### config.mk
export PLATFORM = sky130hd
export DESIGN_NAME = rca_seq_ctrl_flat
export DESIGN_NICKNAME = d
export VERILOG_FILES = /design/src/rtl/rca_seq_ctrl_if.sv /design/src/rtl/rca_seq_ctrl.sv /design/src/flat_wrapper.sv
export SDC_FILE = /design/constraint.sdc
export NUM_CORES = 1
export LEC_CHECK = 0
export BUFFER_PORTS_ARGS = -buffer_cell sky130_fd_sc_hd__buf_2
export CAP_MARGIN = 20
export CORE_AREA = 5 5 80 82
export CTS_CLUSTER_DIAMETER = 80
export DETAILED_ROUTE_END_ITERATION = 8
export DIE_AREA = 0 0 85 87
export PLACE_DENSITY = 0.79
export SLEW_MARGIN = 20
export SYNTH_ARGS = -nofsm -noshare
export SYNTH_HDL_FRONTEND = slang
export SYNTH_SLANG_ARGS = --single-unit
export TNS_END_PERCENT = 50
### constraint.sdc
create_clock -name clk -period 1.7 [get_ports clk]
set_input_delay 0.51 -clock clk [delete_from_list [all_inputs] [get_ports clk]]
set_output_delay 0.51 -clock clk [all_outputs]
set_load 0.02 [all_outputs]
### src/rtl/rca_seq_ctrl_if.sv
// rca_seq_ctrl_if: operand/result handshake bundle for rca_seq_ctrl.
// master = operand source / result consumer, slave = the controller.
// op_sub exists only when RCA_SUB_EN is defined.
interface rca_seq_ctrl_if #(
   parameter int WIDTH = 16
);
   logic             in_valid;
   logic             in_ready;
   logic [WIDTH-1:0] op_a;
   logic [WIDTH-1:0] op_b;
   logic             op_cin;
`ifdef RCA_SUB_EN
   logic             op_sub;
`endif
   logic             out_valid;
   logic             out_ready;
   logic [WIDTH-1:0] result;
   logic             result_cout;
   logic             overflow;

`ifdef RCA_SUB_EN
   modport master (output in_valid, op_a, op_b, op_cin, op_sub, out_ready,
                   input  in_ready, out_valid, result, result_cout, overflow);
   modport slave  (input  in_valid, op_a, op_b, op_cin, op_sub, out_ready,
                   output in_ready, out_valid, result, result_cout, overflow);
`else
   modport master (output in_valid, op_a, op_b, op_cin, out_ready,
                   input  in_ready, out_valid, result, result_cout, overflow);
   modport slave  (input  in_valid, op_a, op_b, op_cin, out_ready,
                   output in_ready, out_valid, result, result_cout, overflow);
`endif
endinterface

### src/rtl/rca_seq_ctrl.sv
// rca_seq_ctrl: WIDTH-bit add (optionally subtract) performed one nibble per
// cycle on an external shared 4-bit ripple-carry adder (rca_* ports).
// Optional feature macro: RCA_SUB_EN (adds op_sub, computes A + ~B + 1).
// Latency is N+1 cycles from acceptance to out_valid, N = WIDTH/4.
module rca_seq_ctrl #(
   parameter int WIDTH = 16
) (
   input  logic          clk,
   input  logic          rst_n,
   rca_seq_ctrl_if.slave bus,
   output logic [3:0]    rca_a,
   output logic [3:0]    rca_b,
   output logic          rca_cin,
   input  logic [3:0]    rca_sum,
   input  logic          rca_cout
);
   localparam int N  = WIDTH / 4;
   localparam int SW = (N > 1) ? $clog2(N) : 1;
   localparam logic [SW-1:0] LAST = SW'(N - 1);

   localparam logic [1:0] IDLE = 2'd0;
   localparam logic [1:0] RUN  = 2'd1;
   localparam logic [1:0] DONE = 2'd2;

   logic [1:0]          state;
   logic [SW-1:0]       step;
   logic [N-1:0][3:0]   a_reg;
   logic [N-1:0][3:0]   b_reg;
   logic [N-1:0][3:0]   res_reg;
   logic                carry_reg;
   logic                cout_reg;
   logic                ovf_reg;
   logic                sub_reg;
   logic                sub_in;
   logic                accept;

   assign accept = (state == IDLE) && bus.in_valid;

`ifdef RCA_SUB_EN
   assign sub_in = bus.op_sub;

   // Subtract flag travels with the operands for the whole operation.
   always_ff @(posedge clk) begin
      if (!rst_n)
         sub_reg <= 1'b0;
      else if (accept)
         sub_reg <= bus.op_sub;
   end
`else
   assign sub_in  = 1'b0;
   assign sub_reg = 1'b0;
`endif

   // Drive the shared adder only while stepping; quiet zeros otherwise.
   always_comb begin
      rca_a   = 4'h0;
      rca_b   = 4'h0;
      rca_cin = 1'b0;
      if (state == RUN) begin
         rca_a   = a_reg[step];
         rca_b   = sub_reg ? ~b_reg[step] : b_reg[step];
         rca_cin = carry_reg;
      end
   end

   // Main sequencer: accept operands, walk the nibbles, hold the result.
   always_ff @(posedge clk) begin
      if (!rst_n) begin
         state     <= IDLE;
         step      <= '0;
         a_reg     <= '0;
         b_reg     <= '0;
         res_reg   <= '0;
         carry_reg <= 1'b0;
         cout_reg  <= 1'b0;
         ovf_reg   <= 1'b0;
      end else begin
         case (state)
            IDLE: begin
               if (bus.in_valid) begin
                  a_reg     <= bus.op_a;
                  b_reg     <= bus.op_b;
                  // Subtraction forces the +1 of two's-complement negate.
                  carry_reg <= sub_in ? 1'b1 : bus.op_cin;
                  step      <= '0;
                  state     <= RUN;
               end
            end
            RUN: begin
               res_reg[step] <= rca_sum;
               carry_reg     <= rca_cout;
               step          <= step + SW'(1);
               if (step == LAST) begin
                  cout_reg <= rca_cout;
                  // a^b^sum on the MSB recovers the carry into it.
                  ovf_reg  <= rca_a[3] ^ rca_b[3] ^ rca_sum[3] ^ rca_cout;
                  state    <= DONE;
               end
            end
            DONE: begin
               if (bus.out_ready)
                  state <= IDLE;
            end
            default: state <= IDLE;
         endcase
      end
   end

   assign bus.in_ready    = rst_n && (state == IDLE);
   assign bus.out_valid   = (state == DONE);
   assign bus.result      = res_reg;
   assign bus.result_cout = cout_reg;
   assign bus.overflow    = ovf_reg;
endmodule

### src/flat_wrapper.sv
// flat-port wrapper written by rule: the top's interface ports become plain ports
module rca_seq_ctrl_flat 
#(
   parameter int WIDTH = 16
)
  (clk, rst_n, rca_a, rca_b, rca_cin, rca_sum, rca_cout, bus_in_valid, bus_op_a, bus_op_b, bus_op_cin, bus_out_ready, bus_in_ready, bus_out_valid, bus_result, bus_result_cout, bus_overflow);
  rca_seq_ctrl_if #(.WIDTH(WIDTH)) bus_i ();
  input  logic clk;
  input  logic rst_n;
  output logic [3:0] rca_a;
  output logic [3:0] rca_b;
  output logic rca_cin;
  input  logic [3:0] rca_sum;
  input  logic rca_cout;
  input wire logic [$bits(bus_i.in_valid)-1:0] bus_in_valid;
  input wire logic [$bits(bus_i.op_a)-1:0] bus_op_a;
  input wire logic [$bits(bus_i.op_b)-1:0] bus_op_b;
  input wire logic [$bits(bus_i.op_cin)-1:0] bus_op_cin;
  input wire logic [$bits(bus_i.out_ready)-1:0] bus_out_ready;
  output wire logic [$bits(bus_i.in_ready)-1:0] bus_in_ready;
  output wire logic [$bits(bus_i.out_valid)-1:0] bus_out_valid;
  output wire logic [$bits(bus_i.result)-1:0] bus_result;
  output wire logic [$bits(bus_i.result_cout)-1:0] bus_result_cout;
  output wire logic [$bits(bus_i.overflow)-1:0] bus_overflow;
  assign bus_i.in_valid = bus_in_valid;
  assign bus_i.op_a = bus_op_a;
  assign bus_i.op_b = bus_op_b;
  assign bus_i.op_cin = bus_op_cin;
  assign bus_i.out_ready = bus_out_ready;
  assign bus_in_ready = bus_i.in_ready;
  assign bus_out_valid = bus_i.out_valid;
  assign bus_result = bus_i.result;
  assign bus_result_cout = bus_i.result_cout;
  assign bus_overflow = bus_i.overflow;
  rca_seq_ctrl #(.WIDTH(WIDTH)) u_core (.clk(clk), .rst_n(rst_n), .bus(bus_i), .rca_a(rca_a), .rca_b(rca_b), .rca_cin(rca_cin), .rca_sum(rca_sum), .rca_cout(rca_cout));
endmodule
==> results.md <==
* Layout Skew at 0.00820 ns
* Core area at 5680 sq um
* Setup crit end: rca_b[2]
* Final setup viols at 8
* Placer Congestion at 0.788
* Layout cell share with drive strength beyond 1 at 0.354
* Max incr delay on CP at 0.49 ns
* Warnings, synthesis at 0
* Antenna violations before repair at 0
* Final hold vios at 0
* Final worst setup slack at -0.422 ns
* Leading area contributor after synthesis: dfxtp_1
* Drt wl/cell at 13.9 microns
* First-pass GRT wire length at 9650 microns
* Drt pass-1 iters at 4
* Detailed Route WL at 5780 microns
* Status: finished, violations left
* Hold-fix buffers, CTS at 0
* Synth cell types at 31
* Slowest cell on the critical path: mux4_2
* Crit path kind: flip-flop to output pin
* Drt drc at 0
* Die H at 87 microns
* R2r setup slk at 0.08 ns
* CTS tree: done
* Peak supply drop at 0.000370 V
* CP Cell Sequence: buf_12, mux4_2, and2_4, buf_6
* Clk Latency, worst-skew pair at 0.30 ns
* PwrDens at 792 nW/um^2
* Final Slew Violations at 0
* Number of global-route vias before repair at 2,014
* Fill count at 558
* Mean Syn Cell Area at 9.17 sq um
* Least-Margin Pin Slew at 0.433 ns
* Register area share after synthesis at 0.445
* Largest net degree at the start of global routing at 56
* Pleak at 1.34 nW
* Syn_nets at 316
* # H-tree levels at 2
* CP max FO at 5
* Initial core utilization at 0.436
* Row count at 28
* Synth top area share at 0.445
* Synthesized area at 2480 sq um
* N_diodes at 0
* Die area at 7400 sq um
* CP startpoint kind: flip-flop
* Hold crit path type: primary input to flip-flop
* Clk sink count at 55
* Global-route usage over all layers at 0.161
* R2R cell count at 7
* Antenna-violating nets left at 0
* Detailed placement HPWL at 4010 microns
* Violated checks: setup timing
* Clk pin slew, worst setup/hold paths at 0.10 ns
* GR Overflow Total at 0
* RSZ-0062 raised after global routing: yes
* Reg-to-reg endpoint: u_core.bus.overflow$_SDFFE_PN0P_
* CP arrival at 1.61 ns
* Worst Setup SP: u_core.step[0]$_SDFFE_PN0P_
* P&R area growth vs syn at 29.0%
* Tcrit/Tclk final at 1.25
* CP Data Required Time at 1.19 ns
* Max Clk Rate at 471 MHz
* Slew margin rel. at 0.711
* Number of register bits inferred by synthesis at 55
* Port-buffer cells at 70
* Top-Level Pins at 71
* 1st-iter DRT viols at 62
* Num CTS Buffers at 5
* Setup TNS at -3.21 ns
* Largest buffer count on any clock path at 2
* Minimum clock period at 2.12 ns
* Mapped Cells at 270
* Via density at 4.93
* CTS Root Cell: clkbuf_8
* Largest cells by area after synthesis: dfxtp_1 44%, nand2_1 13%, a21boi_0 12%
* CP Capture Type: output pin
* Vias at 2,055
* Die width at 85 microns
* DP Worst Slack at -0.166 ns
* Post-layout nets at 387
* Worst R2R Start: u_core.step[0]$_SDFFE_PN0P_
* Maxcap violations at 0
-- timing repair --
item / CTS / global route
gates resized for setup: 33 / 17
pin swaps: 7 / 4
endpoints found under the setup margin: 11 / 20
gates cloned: 1 / 0
setup buffers: 2 / 0
-- cell usage in the layout (no fill, tap or decap), types with 2 or more instances in the layout --
cell	netlist	routed
clkbuf_8	0	5
clkinvlp_4	0	2
buf_2	11	59
nor2b_1	6	4
a21boi_1	9	10
nor2b_4	0	2
and2_4	0	9
o21ai_0	2	2
buf_4	0	9
mux4_2	1	8
o21a_1	2	2
ha_1	4	2
a21boi_0	39	38
dfxtp_2	0	2
nand3b_1	4	4
mux2i_1	3	3
dfxtp_1	55	52
buf_12	0	3
buf_6	1	12
nand3_1	11	11
nand2_1	84	84
-- worst min path at each step --
stage	end	cells after the start	start
after floorplan	u_core.a_reg[5]$_SDFFE_PN0P_	2	u_core.a_reg[5]$_SDFFE_PN0P_
after global placement	u_core.a_reg[8]$_SDFFE_PN0P_	2	u_core.a_reg[8]$_SDFFE_PN0P_
after detailed placement	u_core.a_reg[8]$_SDFFE_PN0P_	2	u_core.a_reg[8]$_SDFFE_PN0P_
after CTS	u_core.b_reg[14]$_SDFFE_PN0P_	3	bus_op_b[14]
after global routing	u_core.a_reg[3]$_SDFFE_PN0P_	3	bus_op_a[3]
final	u_core.b_reg[14]$_SDFFE_PN0P_	3	bus_op_b[14]
-- kinds of logic after synthesis --
family | after synthesis | synth area share
AND/OR/NAND/NOR | 122 | 0.224
XOR/XNOR | 2 | 0.0126
flip-flops | 55 | 0.445
buffers and inverters | 22 | 0.0419
AO/OA/AOI/OAI | 54 | 0.161
multiplexers | 11 | 0.0955
adder cells (fa/ha/maj) | 4 | 0.0202
-- Yosys cell counts, drive strengths merged --
library cell  number
nand2             84
dfxtp             55
a21boi            48
buf               13
nand3             11
and2              10
mux4               8
clkbuf             7
nor2b              6
ha                 4
nand3b             4
mux2i              3
inv                2
nor3b              2
o21a               2
o21ai              2
a21oi              1
a22oi              1
and3b              1
nand2b             1
nor2               1
nor3               1
or3b               1
xnor3              1
xor2               1
-- where the power goes --
| part | leakage [nW] | switching, mW | total (mW) | internal, mW |
|---|---|---|---|---|
| Sequential | 0.451 | 0.0353 | 1.39 | 1.35 |
| Clock | 0.0402 | 0.417 | 0.704 | 0.288 |
| Combinational | 0.849 | 0.214 | 0.440 | 0.226 |
| Total | 1.34 | 0.666 | 2.53 | 1.86 |
-- worst max-delay path: cells and delay by family (launching register included) --
family | cells | cell delay [ns]
AND/OR/NAND/NOR | 1 | 0.17
multiplexers | 1 | 0.49
buffers and inverters | 2 | 0.25
flip-flops | 1 | 0.39
-- stage by stage --
stage / area [sq um] / std cells / hold WS (ns) / total power [mW] / util
detailed placement: 2960 / 406 / 0.444 / 1.81 / 0.521
global placement: 2960 / 406 / 0.436 / 1.80 / 0.521
CTS: 3140 / 417 / 0.421 / 2.55 / 0.554
global route: 3190 / 417 / 0.422 / 2.68 / 0.563
floorplan: 2480 / 270 / 0.430 / 1.65 / -
finish: 3190 / 417 / 0.430 / 2.53 / 0.563
-- metal layers --
metal	GRT usage	vias up	wire length [microns]
met3	0.0482	2	334
met2	0.271	48	2890
met1	0.204	963	2550
met4	0.0331	0	10
met5	0	-	0
li1	-	1042	-
-- area by class of cell --
type / count / area, sq um / area share
Clock inverter: 3 / 20.0 / 0.00627
Multi-Input combinational cell: 193 / 1310 / 0.410
Sequential cell: 55 / 1110 / 0.347
Timing Repair Buffer: 84 / 586 / 0.183
Tap cell: 75 / 93.8 / 0.0294
Clock buffer: 5 / 68.8 / 0.0215
Inverter: 2 / 7.51 / 0.00235
Power figures use the tool's default switching activity.
